$ cat src/rtl/cpu_defs.sv
// Shared CPU pipeline definitions: pipeline-register operating modes.
// Stage payload structs are packed into DATA_W by each instantiating stage.
package cpu_defs;

    typedef enum logic {
        PIPE_STALL   = 1'b0,
        PIPE_ELASTIC = 1'b1
    } PipeMode_t;

    function automatic PipeMode_t pipe_mode(input int mode);
        return (mode == 1) ? PIPE_ELASTIC : PIPE_STALL;
    endfunction

endpackage

$ cat src/rtl/pipe_stage_reg_skid.sv
// 2-entry elastic storage (main register + skid entry) for ready/valid pipeline stages.
// Latency 1 cycle; in_ready is a flop cleared once the skid entry fills, so out_ready never reaches it combinationally.
module pipe_skid_buf
    import cpu_defs::*;
#(
    parameter int LANES      = 2,
    parameter int DATA_W     = 64,
    parameter int CLEAR_DATA = 1
) (
    input  logic                    clk,
    input  logic                    rst,
    input  logic                    flush,
    input  logic                    enq_req,
    input  logic [LANES-1:0]        enq_valid,
    input  logic [LANES*DATA_W-1:0] enq_data,
    input  logic                    deq_ready,
    output logic                    in_ready,
    output logic [LANES-1:0]        main_valid,
    output logic [LANES*DATA_W-1:0] main_data
);

    localparam int BW = LANES * DATA_W;

    logic             skid_occ;
    logic             skid_occ_nxt;
    logic [LANES-1:0] skid_valid;
    logic [LANES-1:0] skid_valid_nxt;
    logic [LANES-1:0] main_valid_nxt;
    logic [BW-1:0]    skid_data;
    logic [BW-1:0]    skid_data_nxt;
    logic [BW-1:0]    main_data_nxt;
    logic             main_full;
    logic             enq;
    logic             deq;

    assign main_full = |main_valid;
    assign deq       = main_full & deq_ready;
    assign enq       = enq_req & in_ready;

    always_comb begin
        main_valid_nxt = main_valid;
        main_data_nxt  = main_data;
        skid_valid_nxt = skid_valid;
        skid_data_nxt  = skid_data;
        skid_occ_nxt   = skid_occ;

        if (flush) begin
            main_valid_nxt = '0;
            skid_valid_nxt = '0;
            skid_occ_nxt   = 1'b0;
            if (CLEAR_DATA != 0) begin
                main_data_nxt = '0;
                skid_data_nxt = '0;
            end
        end else begin
            if (deq) begin
                if (skid_occ) begin
                    main_valid_nxt = skid_valid;
                    main_data_nxt  = skid_data;
                    skid_valid_nxt = '0;
                    skid_occ_nxt   = 1'b0;
                end else begin
                    main_valid_nxt = '0;
                end
            end
            // enq implies in_ready, hence skid empty: the deq branch above never moved skid here.
            if (enq) begin
                if (!main_full || deq) begin
                    main_valid_nxt = enq_valid;
                    main_data_nxt  = enq_data;
                end else begin
                    skid_valid_nxt = enq_valid;
                    skid_data_nxt  = enq_data;
                    skid_occ_nxt   = 1'b1;
                end
            end
        end
    end

    always_ff @(posedge clk) begin
        if (rst) begin
            main_valid <= '0;
            skid_valid <= '0;
            skid_occ   <= 1'b0;
            in_ready   <= 1'b0;
            if (CLEAR_DATA != 0) begin
                main_data <= '0;
                skid_data <= '0;
            end
        end else begin
            main_valid <= main_valid_nxt;
            main_data  <= main_data_nxt;
            skid_valid <= skid_valid_nxt;
            skid_data  <= skid_data_nxt;
            skid_occ   <= skid_occ_nxt;
            in_ready   <= ~skid_occ_nxt;
        end
    end

endmodule

$ cat src/rtl/pipe_stage_reg.sv
// Parametrised multi-lane inter-stage pipeline register: global stall/flush/bubble or ready/valid skid mode.
// Latency 1 cycle; MODE 0 holds on stall_up & stall_down, MODE 1 absorbs one extra bundle then drops in_ready.
module pipe_stage_reg
    import cpu_defs::*;
#(
    parameter int LANES      = 2,
    parameter int DATA_W     = 64,
    parameter int MODE       = 0,
    parameter int CLEAR_DATA = 1,
    parameter int CNT_W      = 32
) (
    input  logic                    clk,
    input  logic                    rst,
    input  logic [LANES-1:0]        in_valid,
    input  logic [LANES*DATA_W-1:0] in_data,
    input  logic [LANES-1:0]        kill_mask,
    input  logic                    flush,
    input  logic                    stall_up,
    input  logic                    stall_down,
    output logic                    in_ready,
    input  logic                    out_ready,
    output logic [LANES-1:0]        out_valid,
    output logic [LANES*DATA_W-1:0] out_data,
    input  logic                    cnt_clr,
    output logic [CNT_W-1:0]        stall_cnt,
    output logic [CNT_W-1:0]        bubble_cnt
);

    localparam PipeMode_t       PMODE   = pipe_mode(MODE);
    localparam logic [CNT_W-1:0] CNT_ONE = {{(CNT_W-1){1'b0}}, 1'b1};

    logic out_any;
    logic stall_evt;
    logic bubble_evt;

    assign out_any = |out_valid;

    generate
        if (PMODE == PIPE_ELASTIC) begin : g_elastic
            pipe_skid_buf #(
                .LANES      (LANES),
                .DATA_W     (DATA_W),
                .CLEAR_DATA (CLEAR_DATA)
            ) u_skid (
                .clk        (clk),
                .rst        (rst),
                .flush      (flush),
                .enq_req    (|in_valid),
                .enq_valid  (in_valid & ~kill_mask),
                .enq_data   (in_data),
                .deq_ready  (out_ready),
                .in_ready   (in_ready),
                .main_valid (out_valid),
                .main_data  (out_data)
            );
        end else begin : g_stall
            assign in_ready = 1'b1;

            // Bubble (stall_up with downstream free) clears exactly like a flush.
            always_ff @(posedge clk) begin
                if (rst || flush || (stall_up && !stall_down)) begin
                    out_valid <= '0;
                    if (CLEAR_DATA != 0) begin
                        out_data <= '0;
                    end
                end else if (!stall_up) begin
                    out_data  <= in_data;
                    out_valid <= in_valid & ~kill_mask;
                end
            end
        end
    endgenerate

    assign stall_evt  = (PMODE == PIPE_ELASTIC) ? (out_any & ~out_ready)
                                                : (stall_up & stall_down & ~flush);
    assign bubble_evt = (PMODE == PIPE_ELASTIC) ? (out_ready & ~out_any)
                                                : (stall_up & ~stall_down & ~flush);

    always_ff @(posedge clk) begin
        if (rst || cnt_clr) begin
            stall_cnt  <= '0;
            bubble_cnt <= '0;
        end else begin
            if (stall_evt && (stall_cnt != '1)) begin
                stall_cnt <= stall_cnt + CNT_ONE;
            end
            if (bubble_evt && (bubble_cnt != '1)) begin
                bubble_cnt <= bubble_cnt + CNT_ONE;
            end
        end
    end

endmodule

$ cat config.mk
export PLATFORM = sky130hd
export DESIGN_NAME = pipe_stage_reg
export DESIGN_NICKNAME = d
export VERILOG_FILES = /design/src/rtl/cpu_defs.sv /design/src/rtl/pipe_stage_reg_skid.sv /design/src/rtl/pipe_stage_reg.sv
export SDC_FILE = /design/constraint.sdc
export NUM_CORES = 1
export LEC_CHECK = 0
export CAP_MARGIN = 20
export CORE_UTILIZATION = 43
export DETAILED_ROUTE_END_ITERATION = 10
export GPL_TIMING_DRIVEN = 0
export PLACE_DENSITY = 0.79
export SLEW_MARGIN = 20
export SYNTH_ARGS = -nofsm -noshare
export SYNTH_HDL_FRONTEND = slang
export SYNTH_SLANG_ARGS = --single-unit
$ cat constraint.sdc
create_clock -name clk -period 2.5 [get_ports clk]
set_clock_uncertainty 0.15 [all_clocks]
set_input_delay 0.375 -clock clk [delete_from_list [all_inputs] [get_ports clk]]
set_output_delay 0.375 -clock clk [all_outputs]
set_load 0.1 [all_outputs]
## Word level (Yosys, flattened, before mapping)

Index checks and enable logic that the tools add are counted.

- Input port bits: 139
- Register bits: 194

- Reduce and logical (&&, ||, !) cells: 7
- Bitwise gates (word level): 8
- Add/subtract/negate cells: 2
- Equal/unequal tests: 2

Operators by type and width:

| cell | number |
|---|---|
| 32-bit by 1-bit adder with 32-bit output (second input constant) | 2 |
| 32-bit inequality test (second input constant) | 2 |
| 1-bit bitwise AND | 4 |
| 1-bit logical AND | 3 |
| 1-bit logical OR | 3 |
| 2-bit bitwise AND | 1 |
| 1-bit NOT | 2 |
| 2-bit NOT | 1 |
| 1-bit zero test | 1 |

## Longest topological paths before layout

Gate-level depths: netlist (run 1).

- Depth in word-level cells: 4
- Depth in mapped cells: 8
- Mapped depth without buffers: 6

## Worst setup path before layout (run 1)

Ideal clock, no wire load.

- Path type: reg2reg
- Start: register stall_cnt[3]
- End: register stall_cnt[25]
- Arrival: 2870 ps
- Slack: -636 ps
- Setup time: 116 ps
- Stages on the path, launching flop included: 6
- Required time: 2234 ps
- Path buffers: 0
- Cells stage by stage: dfxtp_1 > nand4_1 > or4_1 > nor4_1 > a31oi_1 > a41o_1

- Longest elaborated chain between the ends: 2
- Elaborated cells on any way between the ends: 3
- Classes of those cells: 1 x add/sub; 1 x eq/ne; 1 x reduce/logical

Ends and longest elaborated chain:

| what | line | source |
|---|---|---|
| from (decl) | pipe_stage_reg.sv:25 | `output logic [CNT_W-1:0] stall_cnt,` |
| from (signal assigned) | pipe_stage_reg.sv:85 | `stall_cnt <= stall_cnt + CNT_ONE;` |
| branches (longest 2 deep; another with 32-bit by 1-bit adder with 32-bit output) | -- |  |

Several ways; the timed one is not identified.
A chain may end at the register's enable or synchronous reset.

## Worst setup path after layout (run 1)

- Start: register out_data[25]
- End: output port out_data[25]

RTL lines:

| what | line | source |
|---|---|---|
| from (decl) | pipe_stage_reg.sv:23 | `output logic [LANES*DATA_W-1:0] out_data,` |
| from (signal assigned) | pipe_stage_reg.sv:67 | `out_data <= in_data;` |

No word-level cell between the ends.

==> impl_metrics.toml, run 1 <==
[setup_path]
cp.depth = 1
arrival_ns = 1.95
cp_max_fo = 2
crit_family = "buffers and inverters"
start_kind = "flip-flop"
max_stage_delay_ns = 1.18
required_ns = 1.98
path_buf_inv = 1
slowest_stage = "clkdlybuf4s50_1"
worstSetupEndpointType = "output pin"
reg2reg_depth = 8
cp_cell_sequence = "clkdlybuf4s50_1"
criticalPathCategory = "flip-flop to output pin"

[power_and_ir_drop]
p_sw_w = 0.00196
ir_worst_vdd_uv = 471
switching_share_pct = 28.3
leakage_nw = 5.80
internal-power_w = 0.00498
p_clk_share_pct = 39.1
power_frac_seq_pct = 45.3
p_total_w = 0.00695
p_per_area_nw_per_um2 = 559
p_comb_share_pct = 15.6

[die]
ioPinCount = 334
die_area_um2 = 18600
fp.dieH_um = 136
die_width_um = 136
rows = 48
start_util_pct = 44.5
core_um2 = 17500

[timing]
finalMaxSlewViolations = 0
tightest_slew_ns = 1.06
fin_crit_ns = 2.47
fin_crit_sh_pct = 98.8
relSlewSlack_pct = 29.0
clock.fmax_ghz = 0.405
hold_viol = 0
setup_violations = 0
rsz0062_at_grt = "yes"

[yosys]
seq_area_frac_synth_pct = 50.0
yosys_most_used_dff = "dfxtp_1"
synth_cells = 820
synth_area_per_cell_um2 = 9.48
synth.distinct_cells = 46
synth_nets = 961
async_flop_share_pct = 0
syn_area_um2 = 7770
ys_ff_latch = 194
yosysWarnings = 0
synth_edf_count = 0

[cells_and_area]
finalNonFillerCells = 1418
final_cell_mix = "250 x clkdlybuf4s50_1, 162 x nor2_1, 132 x dfxtp_1"
nNetsFinal = 1321
drive_gt1_share_pct = 11.8
area_delta_synth_final_pct = 59.7
utilization_pct = 71.1
regArea_um2 = 4030
multiInputGateArea_um2 = 3810
num_antenna_cells = 0
stdcell_area_um2 = 12400
fillers = 1306
layout_commonest_cell = "clkdlybuf4s50_1"

[placed_design]
gp_congestion = 0.874
portBuffers = 331
placed_cells = 1376
place_hpwl_um = 19100
dpl_cell_area_um2 = 11500

[route]
wl_per_cell_um = 18.2
first_iter_violations = 513
num_vias = 7567
first_pass_iters = 5
drc = 0
route.antenna.remaining_nets = 0
viasPerCell = 5.34
wirelength_um = 25800

[min_path]
whs_path_depth = 2
hold_path_class = "flip-flop to flip-flop"

[grt]
grt_pass1_wl_um = 38500
grt_util_all_layers_pct = 27.1
grt_pass1_vias = 7269
grt_max_degree = 18
antenna_found_initial = 1
overflow = 0

[run]
max_cap_viol_count = 0

[cts]
cts_buffers = 17
h-tree-depth = 4
cts.clk_slew.worst_paths_ns = 0.07
cts.sinks = 194
clk_latency_ns = 0.42
tritoncts = "built"
cts_root_buf = "clkbuf_16"
cts.path.max_buffers = 2

[status]
status = "finished clean"
[sequential cells by signal, summed over array words and instances (netlist names)]
register / count
out_valid: 2
bubble_cnt: 32
stall_cnt: 32
out_data: 128
[cell usage after synthesis (11+ instances only)]
cell / count / share of area [%]
dfxtp_1: 194 / 50
nor2_1: 162 / 7.8
mux2i_1: 131 / 17
a21oi_1: 39 / 2.5
nand2_1: 39 / 1.9
clkbuf_1: 35 / 1.7
nand3_1: 21 / 1.4
or3_1: 21 / 1.7
nand4_1: 19 / 1.5
o21ai_0: 18 / 1.2
xnor2_1: 16 / 1.8
and3_1: 14 / 1.1
or4_1: 11 / 1.1
[cell type report]
class	count	area share (%)
Sequential cell	194	32.5
Multi-Input combinational cell	575	30.7
Timing Repair Buffer	342	28.2
Clock buffer	21	4.05
Tap cell	225	2.27
Buffer	43	1.46
Clock inverter	11	0.675
Inverter	7	0.212
[worst paths after layout]
path / from / end / slack, ns
setup / recovery: out_data[25] / out_data[25] / 0.03
hold / removal: out_data[19] / out_data[19] / 0.34
setup reg to reg: stall_cnt[0] / stall_cnt[4] / 0.10
hold reg to reg: out_data[19] / out_data[19] / 0.34
[per-stage QoR]
| step | worst slack, ns | hold WS (ns) | setup TNS, ns |
|---|---|---|---|
| 2_1_floorplan | 0.00182 | 0.369 | 0 |
| 3_3_place_gp | -0.809 | 0.323 | -56.72 |
| 3_5_place_dp | -0.920 | 0.330 | -60.16 |
| 4_1_cts | 0.0000673 | 0.342 | 0 |
| 5_1_grt | -0.0823 | 0.357 | -1.29 |
| 6_report | 0.0297 | 0.342 | 0 |
[cell families after synthesis]
family	Yosys count	share of synthesized area [%]
AOI/OAI and AO/OA	103	8.35
xor gates and xnor gates	17	1.91
adders and majority gates	2	0.322
buffers and inverters	51	2.54
DFF	194	50.0
muxes	131	16.9
other	1	0.0482
and+or+nand+nor	321	20.0
[power groups by stage]
stage          clock [W]  sequential (W)  combinational [W]
2_1_floorplan          0         0.00363           0.000253
3_3_place_gp           0         0.00321            0.00107
3_5_place_dp           0         0.00322            0.00108
4_1_cts          0.00276         0.00315            0.00109
5_1_grt          0.00289         0.00315            0.00113
6_report         0.00272         0.00314            0.00108
[timing repair]
item	CTS	global route
setup buffers	1	10
pin swaps	0	2
hold buffers	0	0
setup endpoints to repair	64	130
resized for setup	41	68
[per-layer routing]
layer,global-route usage [%],routed length (um)
met1,30.0,9620
met2,47.5,13200
met3,9.40,2360
met4,10.4,612
met5,0,0
Note: power is estimated with default switching activity, not from simulation.
==> run 2, diff against run 1 <==
==> constraint.sdc (replaced) <==
create_clock -name clk -period 2.5 [get_ports clk]
set_clock_uncertainty 0.15 [all_clocks]
set_input_delay 0.5 -clock clk [delete_from_list [all_inputs] [get_ports clk]]
set_output_delay 0.5 -clock clk [all_outputs]
set_load 0.1 [all_outputs]
==> impl_metrics.toml, run 2 (synthesis gave the netlist of run 1 again) <==
[status]
status = "finished clean"

[setup_path]
criticalPathCategory = "input pin to flip-flop"
crit_family = "simple AND/OR/NAND/NOR gates"
worstSetupEndpointType = "flip-flop"
cp_max_fo = 5
path_buf_inv = 1
cp_cell_sequence = "clkdlybuf4s50_1 -> nor3b_4 -> nand2_2 -> or4_4 -> or3_1 -> a21oi_1"
start_kind = "input pin"
required_ns = 2.70
slowest_stage = "clkdlybuf4s50_1"
arrival_ns = 2.62
max_stage_delay_ns = 0.56

[grt]
grt_pass1_vias = 7256
overflow = 0
grt_util_all_layers_pct = 27.3
grt_pass1_wl_um = 38700
antenna_found_initial = 1
grt_max_degree = 18

[route]
num_vias = 7579
wirelength_um = 25700
wl_per_cell_um = 18.1
first_pass_iters = 5
viasPerCell = 5.33
first_iter_violations = 539
route.antenna.remaining_nets = 0
drc = 0

[power_and_ir_drop]
p_total_w = 0.00691
ir_worst_vdd_uv = 473
p_per_area_nw_per_um2 = 571
leakage_nw = 5.63

[placed_design]
place_hpwl_um = 19100
gp_congestion = 0.874
portBuffers = 331
preCtsSetupSlack_ns = -1.05

[cells_and_area]
nNetsFinal = 1324
drive_gt1_share_pct = 12.6
layout_commonest_cell = "dlygate4sd2_1"
final_cell_mix = "195 x dlygate4sd2_1, 162 x nor2_1, 135 x clkdlybuf4s50_1"
top_regs = "out_data: 128 flops, bubble_cnt: 32 flops, stall_cnt: 32 flops"
largest_reg_flops = 128
area_delta_synth_final_pct = 55.8
largest-register = "out_data"
num_antenna_cells = 0

[timing]
tightest_slew_ns = 1.07
setup_violations = 0
clock.fmax_ghz = 0.413
hold_viol = 0
finalMaxSlewViolations = 0
fin_crit_sh_pct = 96.8
relSlewSlack_pct = 29.0
timing.final.ws_setup_ns = 0.0794
fin_crit_ns = 2.42

[die]
ioPinCount = 334
die_area_um2 = 18600
start_util_pct = 44.5
rows = 48
core_um2 = 17500
die_width_um = 136
fp.dieH_um = 136

[cts]
cts_root_buf = "clkbuf_16"
tritoncts = "built"
clk_latency_ns = 0.43
hold_buffers = 0
cts.sinks = 194
h-tree-depth = 4
cts_buffers = 17
cts.clk_slew.worst_paths_ns = 0.07
cts.path.max_buffers = 2

[min_path]
hold_path_class = "flip-flop to flip-flop"

[run]
max_cap_viol_count = 0
run 2: cell types whose count changed in the layout (fill, tap and decap cells not counted):
cell	before	now
buf_4	13	15
clkbuf_2	3	5
buf_2	1	6
buf_1	6	0
clkdlybuf4s50_1	250	135
buf_6	0	1
dlygate4sd2_1	27	195
dlymetal6s2s_1	54	1
clkbuf_1	29	28
run 2: timing repair:
| item | in CTS | in global routing |
|---|---|---|
| pin swaps | 0 | 3 |
| resized for setup | 217 | 14 |
| endpoints found under the setup margin | 330 | 53 |
| buffers inserted | 2 | 12 |
run 2: final timing paths:
kind | startpoint | to | slack (ns) | cells after the start
worst min-delay path | out_data[19] | out_data[19] | 0.34 | 2
worst max register to register | bubble_cnt[9] | bubble_cnt[29] | 0.09 | 5
worst max-delay path | flush | bubble_cnt[29] | 0.08 | 6
worst min register to register | out_data[19] | out_data[19] | 0.34 | 2
run 2: worst min-delay path: stages, from the launching register on:
cell and delay [ns]:
dfxtp_1 0.32, mux2i_1 0.06, nor2_1 0.07
run 2: area by class of cell:
cell class | count | area (um2)
multi-input cells | 575 | 3810
clock buffers | 21 | 503
repair buffers | 345 | 3180
fillers | 1416 | 5370
flip-flops and latches | 194 | 4030
inverters | 7 | 26.3
clock inverters | 11 | 83.8
well taps | 225 | 282
plain buffers | 43 | 194
run 2: per-stage QoR:
step / setup TNS (ns) / utilization [%] / hold slack [ns] / area [um2] / cells
floorplan: 0 / - / 0.468 / 7940 / 820
global placement: -78.42 / 66.0 / 0.323 / 11500 / 1376
detailed placement: -82.10 / 66.0 / 0.330 / 11500 / 1376
CTS: 0 / 68.6 / 0.340 / 12000 / 1410
global route: -0.0252 / 69.3 / 0.357 / 12100 / 1421
finish: 0 / 69.3 / 0.339 / 12100 / 1421
run 2: metal layers:
metal	routed length [um]	GRT usage [%]	up-vias	part of all wire, %
li1	-	-	3642	-
met1	9710	30.1	3594	38
met2	13100	47.9	302	51
met3	2260	9.32	39	8.8
met4	690	10.4	2	2.7
met5	11	0	-	0.043
run 2: report_power, final:
group	switching [W]	internal [W]	total, W
clock	0.00125	0.00147	0.00272
combinational	0.000685	0.000366	0.00105
sequential	0.0000284	0.00311	0.00314
total	0.00196	0.00495	0.00691
==> run 3, diff against run 2 <==
- PLACE_DENSITY: 0.79 -> 0.92
==> impl_metrics.toml, run 3 (synthesis gave the netlist of run 1 again) <==
[min_path]
hold_path.startpoint = "out_data[33]"
whs_path_depth = 2
whs_endpoint = "out_data[33]"
hold_path_class = "flip-flop to flip-flop"

[die]
core_um2 = 17500
rows = 48
start_util_pct = 44.5
ioPinCount = 334
fp.dieH_um = 136
die_width_um = 136
die_area_um2 = 18600

[setup_path]
reg2reg_depth = 5
criticalPathCategory = "input pin to flip-flop"
regToRegSetupSlack_ns = 0.07
required_ns = 2.70
r2r-start = "bubble_cnt[18]"
cp_max_fo = 10
r2r_end = "bubble_cnt[31]"
start_kind = "input pin"
arrival_ns = 2.67
worstSetupEndpointType = "flip-flop"

[cts]
cts.sinks = 194
h-tree-depth = 4
cts_root_buf = "clkbuf_16"
cts_buffers = 17
clk_latency_ns = 0.43
tritoncts = "built"
cts.path.max_buffers = 2
cts.clk_slew.worst_paths_ns = 0.07

[status]
status = "finished clean"

[route]
wl_per_cell_um = 18.9
first_iter_violations = 734
num_vias = 7861
first_pass_iters = 5
drc = 0
route.antenna.remaining_nets = 0
viasPerCell = 5.53
wirelength_um = 26900

[power_and_ir_drop]
ir_worst_vdd_uv = 463
leakage_nw = 5.64
p_total_w = 0.00704
p_per_area_nw_per_um2 = 580

[cells_and_area]
nNetsFinal = 1325
stdcell_area_um2 = 12100
top_regs = "out_data: 128 flops, bubble_cnt: 32 flops, stall_cnt: 32 flops"
largest_reg_flops = 128
layout_commonest_cell = "dlygate4sd2_1"
largest-register = "out_data"
final_cell_mix = "194 x dlygate4sd2_1, 162 x nor2_1, 137 x clkdlybuf4s50_1"
drive_gt1_share_pct = 13.1
area_delta_synth_final_pct = 56.2
num_antenna_cells = 0

[timing]
clock.fmax_ghz = 0.405
setup_violations = 0
fin_crit_sh_pct = 98.7
timing.setup.tns_ns = 0
relSlewSlack_pct = 27.4
finalMaxSlewViolations = 0
hold_viol = 0
fin_crit_ns = 2.47
tightest_slew_ns = 1.09

[grt]
grt_max_degree = 18
antenna_found_initial = 1
grt_util_all_layers_pct = 28.3
grt_pass1_vias = 7751
overflow = 0
grt_pass1_wl_um = 40200

[run]
max_cap_viol_count = 0

[placed_design]
portBuffers = 331
place_hpwl_um = 19800
gp_congestion = 0.903
dpl_cell_area_um2 = 11500
run 3: power breakdown:
part           total (W)  internal (W)  switching (W)
registers        0.00314       0.00311      0.0000305
clock network    0.00284       0.00156        0.00128
logic            0.00106      0.000370       0.000695
run 3: worst max-delay path by stage:
stage                       from              to  slack [ns]  cells past startpoint
finish                  stall_up  bubble_cnt[31]        0.03                      7
global route        stall_cnt[3]   stall_cnt[31]       -0.04                      5
CTS                     stall_up    out_data[88]        0.01                      6
detailed placement      stall_up  bubble_cnt[20]       -0.93                      7
global placement        stall_up  bubble_cnt[20]       -0.93                      7
floorplan           stall_cnt[2]   stall_cnt[31]       0.002                      5
run 3: area by class of cell:
| class | count | area [um2] |
|---|---|---|
| inverters | 7 | 26.3 |
| clock inverters | 12 | 145 |
| fillers | 1288 | 5330 |
| repair buffers | 346 | 3180 |
| plain buffers | 43 | 201 |
| clock buffers | 20 | 457 |
| multi-input cells | 575 | 3820 |
| well taps | 225 | 282 |
| flip-flops and latches | 194 | 4030 |
run 3: stage by stage:
| step | hold WS, ns | setup WS, ns | cells | utilization [%] |
|---|---|---|---|---|
| 2_1_floorplan | 0.468 | 0.00182 | 820 | - |
| 3_3_place_gp | 0.323 | -0.932 | 1376 | 66.0 |
| 3_5_place_dp | 0.332 | -0.926 | 1376 | 66.0 |
| 4_1_cts | 0.340 | 0.0134 | 1411 | 68.7 |
| 5_1_grt | 0.369 | -0.0435 | 1422 | 69.5 |
| 6_report | 0.345 | 0.0330 | 1422 | 69.5 |
run 3: routing by layer:
layer  share of wire [%]  GRT usage, %  up-vias  routed length [um]
met5                   0             0        -                   0
met1                  35          29.2     3716                9340
met3                 8.6          8.76       79                2310
met4                 4.6          14.3        0                1250
met2                  52          51.3      425               14000
li1                    -             -     3641                   -
run 3: repair_timing:
item                       4_1_cts  5_1_grt
hold buffers                     0        0
setup endpoints to repair      328       91
buffers inserted                 3       12
pin swaps                        0        5
resized for setup              215       28
run 3: worst max-delay path, stage by stage:
cell and delay (ns):
clkdlybuf4s50_1 0.54, buf_6 0.17, nor3b_4 0.28, nand2_2 0.13, or4_4 0.56, or3_1 0.32, a21oi_1 0.15
